===== config.mk =====
export PLATFORM = sky130hd
export DESIGN_NAME = seven_segment_scan
export DESIGN_NICKNAME = d
export VERILOG_FILES = /design/src/rtl/seven_segment_pkg.sv /design/src/rtl/seven_segment_decoder.sv /design/src/rtl/seven_segment_scan.sv
export SDC_FILE = /design/constraint.sdc
export NUM_CORES = 1
export LEC_CHECK = 0
export BUFFER_PORTS_ARGS = -buffer_cell sky130_fd_sc_hd__clkbuf_2
export CAP_MARGIN = 25
export CORE_ASPECT_RATIO = 2
export CORE_MARGIN = 5
export CORE_UTILIZATION = 53
export CTS_BUF_LIST = sky130_fd_sc_hd__clkbuf_16
export DETAILED_ROUTE_END_ITERATION = 8
export HOLD_SLACK_MARGIN = 0.02
export PLACE_DENSITY = 0.82
export SYNTH_ARGS = -nofsm -noshare
export SYNTH_HDL_FRONTEND = slang
export SYNTH_SLANG_ARGS = --single-unit

===== constraint.sdc =====
create_clock -name clk -period 2.7 [get_ports clk]
set_input_delay 0.135 -clock clk [delete_from_list [all_inputs] [get_ports clk]]
set_output_delay 0.135 -clock clk [all_outputs]
set_load 0.01 [all_outputs]

===== src/rtl/seven_segment_pkg.sv =====
// Shared glyphs and defaults for the multiplexed seven-segment scanner.
// Glyphs are active-low abcdefg with segment a at bit 6.
package seven_segment_pkg;

    typedef logic [6:0] seg_t;

    localparam int DIGITS_DEF   = 8;
    localparam int BRIGHT_W_DEF = 3;

    localparam seg_t SEG_OFF = 7'h7F;

    localparam seg_t SEG_0 = 7'h01;
    localparam seg_t SEG_1 = 7'h4F;
    localparam seg_t SEG_2 = 7'h12;
    localparam seg_t SEG_3 = 7'h06;
    localparam seg_t SEG_4 = 7'h4C;
    localparam seg_t SEG_5 = 7'h24;
    localparam seg_t SEG_6 = 7'h20;
    localparam seg_t SEG_7 = 7'h0F;
    localparam seg_t SEG_8 = 7'h00;
    localparam seg_t SEG_9 = 7'h04;
    localparam seg_t SEG_A = 7'h08;
    localparam seg_t SEG_B = 7'h60;
    localparam seg_t SEG_C = 7'h31;
    localparam seg_t SEG_D = 7'h42;
    localparam seg_t SEG_E = 7'h30;
    localparam seg_t SEG_F = 7'h38;

endpackage


===== src/rtl/seven_segment_decoder.sv =====
// Hex nibble to active-low seven-segment glyph, purely combinational.
// Lowercase b and d keep them distinct from 8 and 0.
module seven_segment_decoder
    import seven_segment_pkg::*;
(
    input  logic [3:0] nibble,
    output logic [6:0] seg
);

    always_comb begin
        seg = SEG_OFF;
        unique case (nibble)
            4'h0: seg = SEG_0;
            4'h1: seg = SEG_1;
            4'h2: seg = SEG_2;
            4'h3: seg = SEG_3;
            4'h4: seg = SEG_4;
            4'h5: seg = SEG_5;
            4'h6: seg = SEG_6;
            4'h7: seg = SEG_7;
            4'h8: seg = SEG_8;
            4'h9: seg = SEG_9;
            4'hA: seg = SEG_A;
            4'hB: seg = SEG_B;
            4'hC: seg = SEG_C;
            4'hD: seg = SEG_D;
            4'hE: seg = SEG_E;
            4'hF: seg = SEG_F;
        endcase
    end

endmodule


===== src/rtl/seven_segment_scan.sv =====
// Multiplexed seven-segment scanner with PWM brightness and blinking.
// Define SEVEN_SEGMENT_SCAN_LZB_EN to compile in leading-zero blanking.
module seven_segment_scan
    import seven_segment_pkg::*;
#(
    parameter int DIGITS   = DIGITS_DEF,
    parameter int BRIGHT_W = BRIGHT_W_DEF
) (
    input  logic                  clk,
    input  logic                  reset,
    input  logic                  en,
    input  logic [4*DIGITS-1:0]   num,
    input  logic [DIGITS-1:0]     dots,
    input  logic [DIGITS-1:0]     blink,
    input  logic                  blink_phase,
    input  logic [BRIGHT_W-1:0]   brightness,
    output logic [6:0]            abcdefg,
    output logic                  dot,
    output logic [DIGITS-1:0]     anodes,
    output logic                  frame_done
);

    localparam int IDX_W = $clog2(DIGITS);

    logic [BRIGHT_W-1:0] pwm;
    logic [IDX_W-1:0]    idx;
    logic [4*DIGITS-1:0] snap_num;
    logic [DIGITS-1:0]   snap_dots;

    logic       pwm_wrap;
    logic       idx_wrap;
    logic [3:0] nib;
    logic [6:0] glyph;
    logic       lz_blank;
    logic       blink_blank;
    logic       drive;

    assign pwm_wrap = (pwm == '1);
    assign idx_wrap = pwm_wrap && (idx == IDX_W'(DIGITS - 1));

    always_ff @(posedge clk or negedge reset) begin
        if (!reset) begin
            pwm       <= '0;
            idx       <= '0;
            snap_num  <= '0;
            snap_dots <= '0;
        end else if (en) begin
            pwm <= pwm + BRIGHT_W'(1);
            if (pwm_wrap) begin
                idx <= idx_wrap ? '0 : idx + IDX_W'(1);
            end
            // Frame-level snapshot keeps a scan free of tearing.
            if (idx_wrap) begin
                snap_num  <= num;
                snap_dots <= dots;
            end
        end
    end

    assign nib = snap_num[{idx, 2'b00} +: 4];

    seven_segment_decoder u_dec (
        .nibble (nib),
        .seg    (glyph)
    );

`ifdef SEVEN_SEGMENT_SCAN_LZB_EN
    logic [DIGITS-1:0] lead_zero;

    // Blank run from the top digit down; digit 0 always shows.
    always_comb begin
        logic run;
        run       = 1'b1;
        lead_zero = '0;
        for (int i = DIGITS - 1; i >= 0; i--) begin
            run = run && (snap_num[4*i +: 4] == 4'h0) && !snap_dots[i];
            lead_zero[i] = run;
        end
        lead_zero[0] = 1'b0;
    end

    assign lz_blank = lead_zero[idx];
`else
    assign lz_blank = 1'b0;
`endif

    assign blink_blank = blink[idx] && blink_phase;
    assign drive = (pwm < brightness) && !blink_blank && !lz_blank;

    always_ff @(posedge clk or negedge reset) begin
        if (!reset) begin
            abcdefg    <= SEG_OFF;
            dot        <= 1'b1;
            anodes     <= '1;
            frame_done <= 1'b0;
        end else begin
            frame_done <= en && idx_wrap;
            if (drive) begin
                abcdefg <= glyph;
                dot     <= ~snap_dots[idx];
                anodes  <= ~(DIGITS'(1) << idx);
            end else begin
                abcdefg <= SEG_OFF;
                dot     <= 1'b1;
                anodes  <= '1;
            end
        end
    end

endmodule

== Yosys cells after proc, flatten, opt, wreduce, memory -nomap -nowiden ==
Memory sizes are Yosys's and may differ from the RTL's.
Index checks and enable logic that the tools add are counted.

* Output and inout port bits: 17
* Logic and storage cells: 34
* Input bits: 55
* Register bits after elaboration: 63
* ROM bits: 112
* Memories kept: 1

{| class="wikitable"
|+ Memories
! name !! depth !! width !! read ports !! clocked after memory_dff !! wr ports !! RTL line !! source
|-
| (no name shown) || 16 || 7 || 1 || 0 || 0 || seven_segment_decoder.sv:12 || <nowiki>unique case (nibble)</nowiki>
|}

* $lt $le $gt $ge: 2
* Mux-type cells: 8
* Bitwise operators: 2
* $add $sub $neg: 2
* Eq/ne operators: 2
* Reductions and logical operators: 7
* Shift-type cells: 2

{| class="wikitable"
|+ Operators with widths
! cell !! number
|-
| variable part select 32 x 6 -> 4 bit || 1
|-
| 2-to-1 mux 8 bit || 1
|-
| NOT 8 bit || 1
|-
| left shift 1 x 3 -> 8 bit (first input constant) || 1
|-
| 2-to-1 mux 7 bit || 1
|-
| adder 3 x 1 -> 3 bit (second input constant) || 2
|-
| binary-select mux 1 bit (select 3 bit) || 2
|-
| == test 3 bit (second input constant) || 2
|-
| logical AND 1 bit || 4
|-
| < comparator 3 x 4 -> 1 bit (second input constant) || 1
|-
| AND reduction 2 bit || 2
|-
| < comparator 3 bit || 1
|-
| 2-to-1 mux 1 bit || 3
|-
| 2-to-1 mux 3 bit || 1
|-
| logical NOT 1 bit || 1
|-
| NOT 1 bit || 1
|}

== Longest topological paths before layout ==
Gate-level depths: netlist of the first run.

* Depth after elaboration: 6
* Depth in mapped cells: 10
* Gate-level depth less buffers: 8

== Cells and area by module ==
Synthesis of the first run repeated with hierarchy kept, for this count alone.

* Cells, all modules: 232
* Area total of the unflattened synthesis: 3113.0 um^2

{| class="wikitable"
|+ Modules (own cells, without submodules)
! module !! cells an instance !! area an instance (um^2) !! seq. area each (um^2) !! times used
|-
| seven_segment_scan || 200 || 2839.0 || 1596.5 || 1
|-
| seven_segment_decoder || 32 || 274.0 || 0.0 || 1
|}

== Worst setup path before layout of the first run ==
No wires, ideal clock.

* Path type: reg-to-reg
* From: register idx[0]
* To: register abcdefg[3]
* Period minus slack after synthesis: 2267 ps
* Setup slack: 433 ps
* Cell stages (with the launch flop): 10
* Buffers on the path: 2
* Required time: 2621 ps
* Setup time: 79 ps
* Data arrival time: 2188 ps
* Cells stage by stage: dfrtp_1 > buf_6 > buf_6 > mux4_2 > mux2_2 > inv_1 > ha_1 > nor3_1 > a211oi_1 > o21ai_0

* Cells in the longest elaborated chain, start to end: 6
* Elaborated cells between the ends (all ways): 8
* Classes of those cells: 1 x shift; 3 x mux; 3 x reduce/logical; 1 x memory

{| class="wikitable"
|+ Ends and longest elaborated chain
! what !! RTL line !! source
|-
| from (decl) || seven_segment_scan.sv:26 || <nowiki>logic [IDX_W-1:0] idx;</nowiki>
|-
| from (signal assigned) || seven_segment_scan.sv:50 || <nowiki>idx <= idx_wrap ? '0 : idx + IDX_W'(1);</nowiki>
|-
| parallel branches: the longest is 5 deep, another holds memory read (16 x 7 bit) || - ||
|-
| 2-to-1 mux 7 bit * || seven_segment_scan.sv:98 || <nowiki>if (drive) begin</nowiki>
|-
| to (signal assigned) || seven_segment_scan.sv:99 || <nowiki>abcdefg <= glyph;</nowiki>
|-
| to (decl) || seven_segment_scan.sv:17 || <nowiki>output logic [6:0] abcdefg,</nowiki>
|}

Every way passes the cells marked *. The select of a mux whose other input is x is not followed.
A chain may end at the register's enable or synchronous reset.

== Worst setup path after layout of the first run ==
* From: register idx[1]
* To: register abcdefg[3]

The elaborated chain is that of the path after synthesis.

==> flow_summary_export.csv, run 1 <==
group,metric,value,unit
routing,drt-wirelength-per-cell,17.0,µm
die,fp.coreArea,5660,µm²
worst_setup_path,cp.arrival,2.70,ns
synth,synth_top_area_share,38.4,%
synth,ys_seq_elements,63,
clocking,cts_made_buffers,9,
clocking,insertion_delay,0.33,ns
worst_hold_path,holdPathEnd,"snap_num[22]",
routing,route.detailed.drc,0,
timing,slew_headroom,58.9,%
global_route,grt_max_degree,42,
timing,setup_viol,0,
global_route,grt_use_total,18.5,%
synth,synth_top_area_cell,"dfrtp_1",
routing,first_iter_violations,43,
routing,antenna_left,0,
clocking,cts_max_level,3,
cells_and_area,multiInputGateArea,1360,µm²
cells_and_area,seq_area,1600,µm²
place,place_hpwl,4690,µm
worst_setup_path,crit_path_max_incr_delay,0.73,ns
die,start_util,54.1,%
cells_and_area,nets,368,
clocking,clkTransAtPathRegs,0.05,ns
clocking,clkSinkCount,63,
worst_setup_path,reg2reg_slack,0.24,ns
worst_hold_path,hold_start,"num[22]",
cells_and_area,drive_gt1_share,54.0,%
synth,synth_area_leaders,"dfrtp_1 38%, mux2_2 17%, dfstp_2 14%",
worst_setup_path,cp_cell_sequence,"mux4_2 -> mux2_2 -> inv_1 -> ha_1 -> nor3_1 -> a211oi_1 -> o21ai_0",
clocking,cts-root-buf,"clkbuf_16",
global_route,grt_overflow_total,0,
timing,tightest_slew,0.616,ns
clocking,clockBufferDepth,2,
worst_setup_path,crit_path_max_fanout,18,
synth,synth_seq_area_share,52.1,%
run,cap_violations,0,
worst_setup_path,cp-end-kind,"flop",
die,dieArea,7490,µm²
routing,finalWirelength,6170,µm
synth,synth_warnings,0,
power_and_ir_drop,peakVddDrop,647,µV
run_status,status,"completed",
synth,postSynthNetCount,290,
synth,synth-main-ff-cell,"dfrtp_1",
timing,fin_setup_tns,0,ns
global_route,grt_antenna_before_repair,0,
worst_setup_path,path_class,"reg -> reg",
routing,first_pass_iters,4,
cells_and_area,fill_cells,437,
timing,slew_violations,0,
place,routabilityCongestion,0.854,
cells_and_area,final_util,66.3,%
clocking,cts_tree,"built",
synth,synth_cells,219,
timing,finalCritPeriodShare,91.0,%
cells_and_area,num_antenna_cells,0,
worst_setup_path,r2r-end,"abcdefg[3]",
power_and_ir_drop,power.density,853,nW/µm²
routing,routed_via_density,5.57,
worst_setup_path,critPathLaunchType,"flop",
die,fp.dieW,63.8,µm
worst_setup_path,timing.rr.start,"idx[1]",
timing,skew,0.00458,ns
clocking,cts_setup_buffers,0,
synth,yosys.cell_types.count,34,
timing,period_needed,2.46,ns
power_and_ir_drop,leakagePower,1.96,nW
worst_setup_path,required,2.94,ns
timing,grt_setup_unrepaired,"false",
synth,avgSynthCellArea,14.0,µm²
routing,num_vias,2021,
timing,max_freq,407,MHz
timing,finalHoldViolations,0,
cells_and_area,area_growth,22.5,%
synth,netlist_area,3060,µm²
worst_setup_path,crit_path_top_delay_cell,"dfrtp_1",
global_route,grt_pass1_wl,10600,µm
die,dieHeight,118,µm
synth,synthArstFlopShare,100,%
die,ios,72,
worst_hold_path,holdPathStages,2,
synth,synth_edf_count,0,
synth,synthTopCellsByCount,"47 x dfrtp_1, 47 x mux2_2, 20 x nand2_1",
global_route,grt_pass1_vias,2244,
place,io_buffer_count,71,
die,row_count,39,
worst_hold_path,hp-class,"in -> reg",
worst_setup_path,ff2ff_path_depth,7,
## how the worst max path moves through the flow
| stage | depth (start not counted) | from | to |
|---|---|---|---|
| after floorplan | 9 | idx[0] | abcdefg[3] |
| after global placement | 6 | idx[0] | anodes[1] |
| after detailed placement | 7 | idx[1] | abcdefg[3] |
| after CTS | 7 | idx[1] | abcdefg[3] |
| after global routing | 7 | idx[1] | abcdefg[3] |
| final | 7 | idx[1] | abcdefg[3] |
## power by group
part / total (mW) / internal, mW / switching (mW)
Clock: 0.981 / 0.599 / 0.383
Combinational: 0.944 / 0.457 / 0.487
Sequential: 1.27 / 1.16 / 0.118
Total: 3.20 / 2.21 / 0.988
## cells by family (layout without fill, tap and decap cells)
logic type | Yosys count | in the layout | synth area share [%]
mux | 63 | 63 | 27.1
flops | 63 | 63 | 52.1
simple gates | 36 | 36 | 5.31
buf+inv | 22 | 105 | 3.64
compound gates | 18 | 18 | 5.02
fa+ha+maj | 16 | 16 | 6.54
xor+xnor | 1 | 1 | 0.286
## state kept, by name, indices dropped and copies added (netlist names)
name / flops
snap_num: 32
anodes: 8
snap_dots: 8
abcdefg: 7
idx: 3
pwm: 3
dot: 1
frame_done: 1
## worst max-delay path, delay by kind of cell, from the launching register on
kind / cells / cell delay (ns)
flops: 1 / 0.73
mux: 2 / 0.72
fa+ha+maj: 1 / 0.26
compound gates: 2 / 0.26
simple gates: 1 / 0.24
buf+inv: 1 / 0.14
## per-stage QoR
stage | power (mW) | worst slack (ns) | hold WS, ns | instance area, µm² | cells
global placement | 2.20 | 0.446 | 0.0504 | 3490 | 346
global route | 3.39 | 0.0333 | 0.0240 | 3750 | 363
CTS | 3.23 | 0.222 | 0.0241 | 3750 | 363
finish | 3.20 | 0.242 | 0.0324 | 3750 | 363
detailed placement | 2.24 | 0.341 | 0.0577 | 3490 | 346
floorplan | 1.99 | 0.433 | -0.161 | 3060 | 219
## metal layers
| metal | global-route usage, % | vias up | part of all wire (%) | wire (µm) |
|---|---|---|---|---|
| met5 | 0 | - | 0 | 0 |
| met4 | 10.3 | 0 | 3.0 | 183 |
| met3 | 6.30 | 14 | 4.7 | 293 |
| met2 | 31.6 | 53 | 57 | 3530 |
| met1 | 19.3 | 1013 | 35 | 2170 |
| li1 | - | 941 | - | - |
## area by class of cell
cell class                 count  share of cell area, %
inverter                      11                   1.10
multi-input combinational    134                   36.3
tap                           61                   2.03
timing repair buffer          78                   11.3
clock buffer                   9                   6.00
clock inverter                 7                  0.767
sequential                    63                   42.6
## placed cells by master, fill, tap and decap left out, types with 4 or more instances in the layout
master / Yosys / final
buf_4: 1 / 5
clkbuf_16: 0 / 9
clkbuf_2: 0 / 71
dfrtp_1: 47 / 47
dfstp_2: 16 / 16
ha_1: 16 / 16
inv_1: 10 / 14
mux2_2: 47 / 47
mux2i_1: 6 / 6
mux4_1: 4 / 4
mux4_2: 6 / 6
nand2_1: 20 / 20
nor3_1: 5 / 5
o221ai_1: 4 / 4
## timing repair
item / in CTS / in global routing
hold buffers: 1 / 0
resized for setup: 0 / 0
endpoints found under the hold margin: 13 / 0
(Power assumes the default switching activity.)
==> inputs of run 2 (changes only) <==
ABC_AREA = 1   (was not set)
CORE_UTILIZATION = 54   (was 53)
==> run 2 against run 1 <==
Compared with the run above:
- via count increased by 40%
- total power increased by 46%
- sequential share of layout area decreased by 4.0 points
- critical endpoint is now abcdefg[1]
- clock power increased by 10%
- synthesized cell count increased by 82%
- critical path depth increased by 4
- die area increased by 4.1%
- largest cell class unchanged
- design area increased by 10%
- clock skew increased by 0.00085 ns
- setup slack improved by 0.20 ns
==> flow_summary_export.csv, run 2 <==
group,metric,value,unit
run_status,status,"completed",
global_route,grt_pass1_wl,12300,µm
routing,wl_met2,3840,µm
routing,finalWirelength,7230,µm
routing,first_iter_violations,115,
cells_and_area,num_antenna_cells,0,
synth,synth_seq_area_share,48.9,%
worst_setup_path,cp-end-kind,"flop",
timing,max_freq,443,MHz
run,cap_violations,0,
place,routabilityCongestion,0.906,
timing,tightest_slew,0.771,ns
clocking,clkTransAtPathRegs,0.05,ns
clocking,cts-root-buf,"clkbuf_16",
power_and_ir_drop,leakagePower,2.16,nW
worst_setup_path,critPathLaunchType,"flop",
synth,synth_top_area_share,36.0,%
routing,antenna_left,0,
timing,fin_setup_tns,0,ns
cells_and_area,largest_reg_flops,32,
global_route,grt_antenna_before_repair,0,
routing,num_vias,2824,
routing,first_pass_iters,4,
clocking,cts_made_buffers,9,
routing,highest_layer,"met4",
synth,synth_warnings,0,
synth,synthArstFlopShare,100,%
timing,period_needed,2.26,ns
place,io_buffer_count,71,
power_and_ir_drop,power,4.66,mW
timing,finalHoldViolations,0,
synth,synth_top_area_cell,"dfrtp_1",
cells_and_area,fill_cells,475,
synth,synthTopCellsByCount,"154 x nand2_1, 47 x dfrtp_1, 41 x inv_1",
cells_and_area,final_common_cell,"nand2_1",
power_and_ir_drop,power.density,1120,nW/µm²
routing,drt-wirelength-per-cell,12.9,µm
timing,slew_headroom,48.6,%
place,place_hpwl,5080,µm
worst_hold_path,hp-class,"in -> reg",
global_route,grt_pass1_vias,2820,
synth,yosys.cell_types.count,27,
power_and_ir_drop,peakVddDrop,600,µV
synth,synth-main-ff-cell,"dfrtp_1",
timing,setup_viol,0,
timing,skew,0.00543,ns
timing,slew_violations,0,
cells_and_area,area_growth,26.8,%
global_route,grt_overflow_total,0,
synth,synth_edf_count,0,
timing,grt_setup_unrepaired,"false",
cells_and_area,nets,562,
clocking,clkSinkCount,63,
global_route,grt_max_degree,72,
worst_setup_path,required,2.95,ns
synth,synth_area_leaders,"dfrtp_1 36%, nand2_1 18%, dfstp_2 13%",
die,row_count,40,
die,dieArea,7800,µm²
cells_and_area,final_cell_mix,"154 x nand2_1, 71 x clkbuf_2, 47 x dfrtp_1",
die,start_util,54.9,%
clocking,cts_max_level,3,
die,fp.coreArea,5960,µm²
worst_setup_path,path_class,"reg -> reg",
clocking,cts_setup_buffers,0,
cells_and_area,largestRegisters,"snap_num x32, anodes x8, snap_dots x8",
synth,synth_cells,399,
routing,dr_wl_met3,378,µm
die,dieHeight,120,µm
timing,finalCritPeriodShare,83.7,%
clocking,cts_resized,0,
die,fp.dieW,65.0,µm
synth,post-synth-top-count-cell,"nand2_1",
global_route,grt_use_total,20.5,%
synth,netlist_area,3270,µm²
clocking,clockBufferDepth,2,
routing,route.detailed.drc,0,
synth,avgSynthCellArea,8.19,µm²
clocking,cts_tree,"built",
synth,ys_seq_elements,63,
clocking,cts_hold_repair.buffers,23,
routing,met1_length,2740,µm
timing,worst_hold_slack,0.0242,ns
cells_and_area,drive_gt1_share,25.2,%
die,ios,72,
clocking,insertion_delay,0.33,ns
routing,routed_via_density,5.05,
worst_setup_path,crit_path_max_fanout,16,
worst_setup_path,cp.arrival,2.51,ns
cells_and_area,regMostFlops,"snap_num",
synth,postSynthNetCount,470,
[run 2: changes by cell type in the layout (fill, tap and decap cells not counted), sizes merged, moves of 3 or more]
cell         before  now
nand2            20  159
mux2             47    2
nand3             1   39
inv              14   47
o21ai             3   33
dlygate4sd3       1   23
nor2              3   16
mux4             10    0
mux2i             6    0
nor3              5    0
o221ai            5    0
a21oi             2    6
buf               6    3
[run 2: cell families (layout without fill, tap and decap cells)]
logic type | count (synthesis) | after routing | share of synthesized area [%]
xor gates and xnor gates | 1 | 1 | 0.268
and+or+nand+nor | 214 | 214 | 28.0
muxes | 2 | 2 | 0.689
AOI/OAI and AO/OA | 42 | 42 | 7.39
adders and majority gates | 16 | 16 | 6.13
buffers and inverters | 61 | 158 | 8.69
DFF | 63 | 63 | 48.9
[run 2: final timing paths]
| kind | from | to | slack [ns] | cells past startpoint |
|---|---|---|---|---|
| max in group asynchronous | reset | idx[2] | 1.68 | 3 |
| max | idx[0] | abcdefg[1] | 0.44 | 11 |
| min reg2reg | snap_dots[4] | snap_dots[4] | 0.48 | 2 |
| min | num[26] | snap_num[26] | 0.02 | 3 |
| max reg2reg | idx[0] | abcdefg[1] | 0.44 | 11 |
| min in group asynchronous | reset | snap_num[5] | 0.50 | 3 |
[run 2: layout make-up]
type | count | area, µm² | area share, %
timing repair buffer | 97 | 621 | 15.0
clock buffer | 9 | 225 | 5.43
clock inverter | 7 | 56.3 | 1.36
inverter | 45 | 174 | 4.20
sequential | 63 | 1600 | 38.5
multi-input combinational | 275 | 1390 | 33.6
tap | 63 | 78.8 | 1.90
[run 2: critical path, stage by stage, from the launching register on]
cell     delay (ns)
dfrtp_1        0.70
buf_4          0.31
nand2_1        0.07
nand3_1        0.07
nand2_1        0.08
o21ai_2        0.26
inv_1          0.14
ha_1           0.22
nand3_1        0.14
nand2_1        0.08
nand2_1        0.06
nand3_1        0.06
[run 2: power by group]
part           internal, mW  leakage [nW]  switching, mW  total, mW
logic                 0.740          1.31           1.28       2.02
registers              1.35         0.697          0.215       1.56
clock network         0.697         0.149          0.380       1.08
total                  2.79          2.16           1.87       4.66
[run 2: metal layers]
metal	vias up	global-route usage (%)
met5	-	0
met4	0	12.7
met3	23	5.06
met2	82	34.8
met1	1294	22.3
li1	1425	-
[run 2: metrics by stage]
step	utilization, %	area [µm²]	instances	setup WS (ns)
after detailed placement	61.0	3630	520	0.531
after CTS	69.6	4140	559	0.485
after global routing	69.6	4140	559	0.197
after floorplan	-	3270	399	0.997
after global placement	61.0	3630	520	0.640
final	69.6	4140	559	0.440
==> inputs of run 3 (changes only) <==
clock period = 2.3 ns   (was 2.7 ns; I/O delays follow)
==> run 3 against run 2 <==
Compared with the run above:
- critical path depth grew 1
- final cell count rose by 4.7%
- first-iteration DRC count rose by 32%
- non-clock buffer count is 26 higher
- clock skew rose by 0.00095 ns
- largest cell class unchanged
- total power grew 20%
- highest routed layer unchanged
- clock power is 18% higher
- via count rose by 5.7%
- critical path type unchanged
- critical endpoint is now abcdefg[3]
- register-to-register slack worse by 0.17 ns
==> flow_summary_export.csv, run 3 (synthesized netlist as in run 2, its figures left out) <==
group,metric,value,unit
run,cap_violations,0,
timing,slew_violations,0,
worst_setup_path,critPathLaunchType,"flop",
routing,antenna_left,0,
die,row_count,40,
worst_setup_path,required,2.56,ns
clocking,insertion_delay,0.33,ns
timing,finalCritPeriodShare,88.3,%
run_status,status,"completed",
clocking,cts_made_buffers,9,
cells_and_area,final_common_cell,"nand2_1",
power_and_ir_drop,swShare,39.9,%
cells_and_area,final_cells,585,
global_route,grt_max_degree,64,
worst_setup_path,reg2reg_slack,0.27,ns
cells_and_area,seq_area,1600,µm²
timing,finalHoldViolations,0,
clocking,cts-root-buf,"clkbuf_16",
die,fp.coreArea,5960,µm²
timing,setup_ws,0.270,ns
routing,finalWirelength,7680,µm
worst_setup_path,path_common_cell,"nand2_1",
place,dpl.cell_count,531,
routing,first_iter_violations,152,
cells_and_area,multiInputGateArea,1390,µm²
routing,route.detailed.drc,0,
timing,fin_setup_tns,0,ns
cells_and_area,final_cell_mix,"154 x nand2_1, 71 x clkbuf_2, 47 x dfrtp_1",
worst_setup_path,crit_path_max_fanout,25,
power_and_ir_drop,combPwrFrac,45.5,%
clocking,clkSinkCount,63,
timing,tightest_slew,0.752,ns
worst_setup_path,path_class,"reg -> reg",
cells_and_area,area_growth,34.3,%
place,place_worst_setup_slack,0.323,ns
timing,setup_viol,0,
cells_and_area,regMostFlops,"snap_num",
cells_and_area,nets,588,
die,dieArea,7800,µm²
global_route,grt_overflow_total,0,
die,start_util,54.9,%
cells_and_area,fill_cells,442,
place,dpl-instance-area,3730,µm²
clocking,cts_resized,0,
cells_and_area,num_antenna_cells,0,
power_and_ir_drop,leakagePower,2.28,nW
die,ios,72,
timing,worst_hold_slack,0.0220,ns
place,place_hpwl,5460,µm
global_route,grt_pass1_wl,13700,µm
power_and_ir_drop,switchingPower,2.23,mW
die,fp.dieW,65.0,µm
power_and_ir_drop,seq_power_share,31.7,%
routing,routed_via_density,5.10,
timing,period_needed,2.03,ns
worst_setup_path,cp-end-kind,"flop",
clocking,cts_max_level,3,
cells_and_area,final_area,4390,µm²
cells_and_area,drive_gt1_share,26.1,%
global_route,grt_use_total,22.6,%
timing,grt_setup_unrepaired,"false",
timing,slew_headroom,49.8,%
global_route,grt_pass1_vias,3100,
clocking,clkTransAtPathRegs,0.05,ns
clocking,cts_tree,"built",
power_and_ir_drop,power,5.59,mW
worst_setup_path,cp_cell_sequence,"buf_12 -> inv_6 -> nand2_1 -> nand3_1 -> nand2_1 -> o21ai_2 -> inv_1 -> ha_1 -> nand3_1 -> nand2_1 -> nand2_1 -> nand3_1",
place,io_buffer_count,71,
worst_setup_path,crit_path_top_delay_cell,"dfrtp_1",
power_and_ir_drop,power.density,1270,nW/µm²
routing,drt-wirelength-per-cell,13.1,µm
place,routabilityCongestion,0.944,
timing,skew,0.00638,ns
cells_and_area,largestRegisters,"snap_num x32, anodes x8, snap_dots x8",
routing,first_pass_iters,4,
power_and_ir_drop,intPower,3.36,mW
worst_setup_path,crit_path_max_incr_delay,0.46,ns
worst_hold_path,hp-class,"in -> reg",
clocking,clockBufferDepth,2,
timing,max_freq,493,MHz
worst_setup_path,cp.arrival,2.29,ns
global_route,grt_antenna_before_repair,0,
cells_and_area,largest_reg_flops,32,
routing,num_vias,2984,
power_and_ir_drop,pwr-share-clk,22.8,%
power_and_ir_drop,peakVddDrop,751,µV
cells_and_area,final_util,73.7,%
die,dieHeight,120,µm
## run 3: cell types whose count changed in the layout (fill, tap and decap cells not counted), sizes merged
cell	before	now
dlygate4sd3	23	38
buf	3	14
## run 3: critical path, delay by kind of cell, from the launching register on
family | cells | cell delay (ns)
AOI/OAI and AO/OA | 1 | 0.25
adders and majority gates | 1 | 0.21
buffers and inverters | 3 | 0.49
DFF | 1 | 0.46
and+or+nand+nor | 7 | 0.53
## run 3: worst paths after layout
path	from	end	depth (start not counted)
min	num[22]	snap_num[22]	3
min reg2reg	snap_dots[4]	snap_dots[4]	2
min in group asynchronous	reset	snap_num[2]	3
max	idx[0]	abcdefg[3]	12
max in group asynchronous	reset	snap_dots[3]	3
max reg2reg	idx[0]	abcdefg[3]	12
## run 3: power groups by stage
stage	logic [mW]	clock network, mW	registers [mW]
after global routing	2.92	1.34	1.81
after global placement	2.37	0	1.77
after CTS	2.54	1.29	1.77
after detailed placement	2.46	0	1.79
after floorplan	1.84	0	1.79
final	2.54	1.27	1.77
## run 3: metal layers
metal	global-route usage, %	vias to the layer above	share of wire, %
li1	-	1480	-
met1	25.3	1393	38
met2	38.5	88	54
met3	4.96	23	4.2
met4	13.0	0	3.6
met5	0	-	0
## run 3: layout make-up
| class | instances | share of cell area (%) |
|---|---|---|
| Sequential cell | 63 | 36.4 |
| Multi-Input combinational cell | 275 | 31.7 |
| Timing Repair Buffer | 123 | 19.7 |
| Clock buffer | 9 | 5.13 |
| Inverter | 45 | 3.96 |
| Tap cell | 63 | 1.80 |
| Clock inverter | 7 | 1.28 |
## run 3: timing repair
action	4_1_cts	5_1_grt
setup buffers	0	0
hold buffers	38	0
hold endpoints to repair	84	0
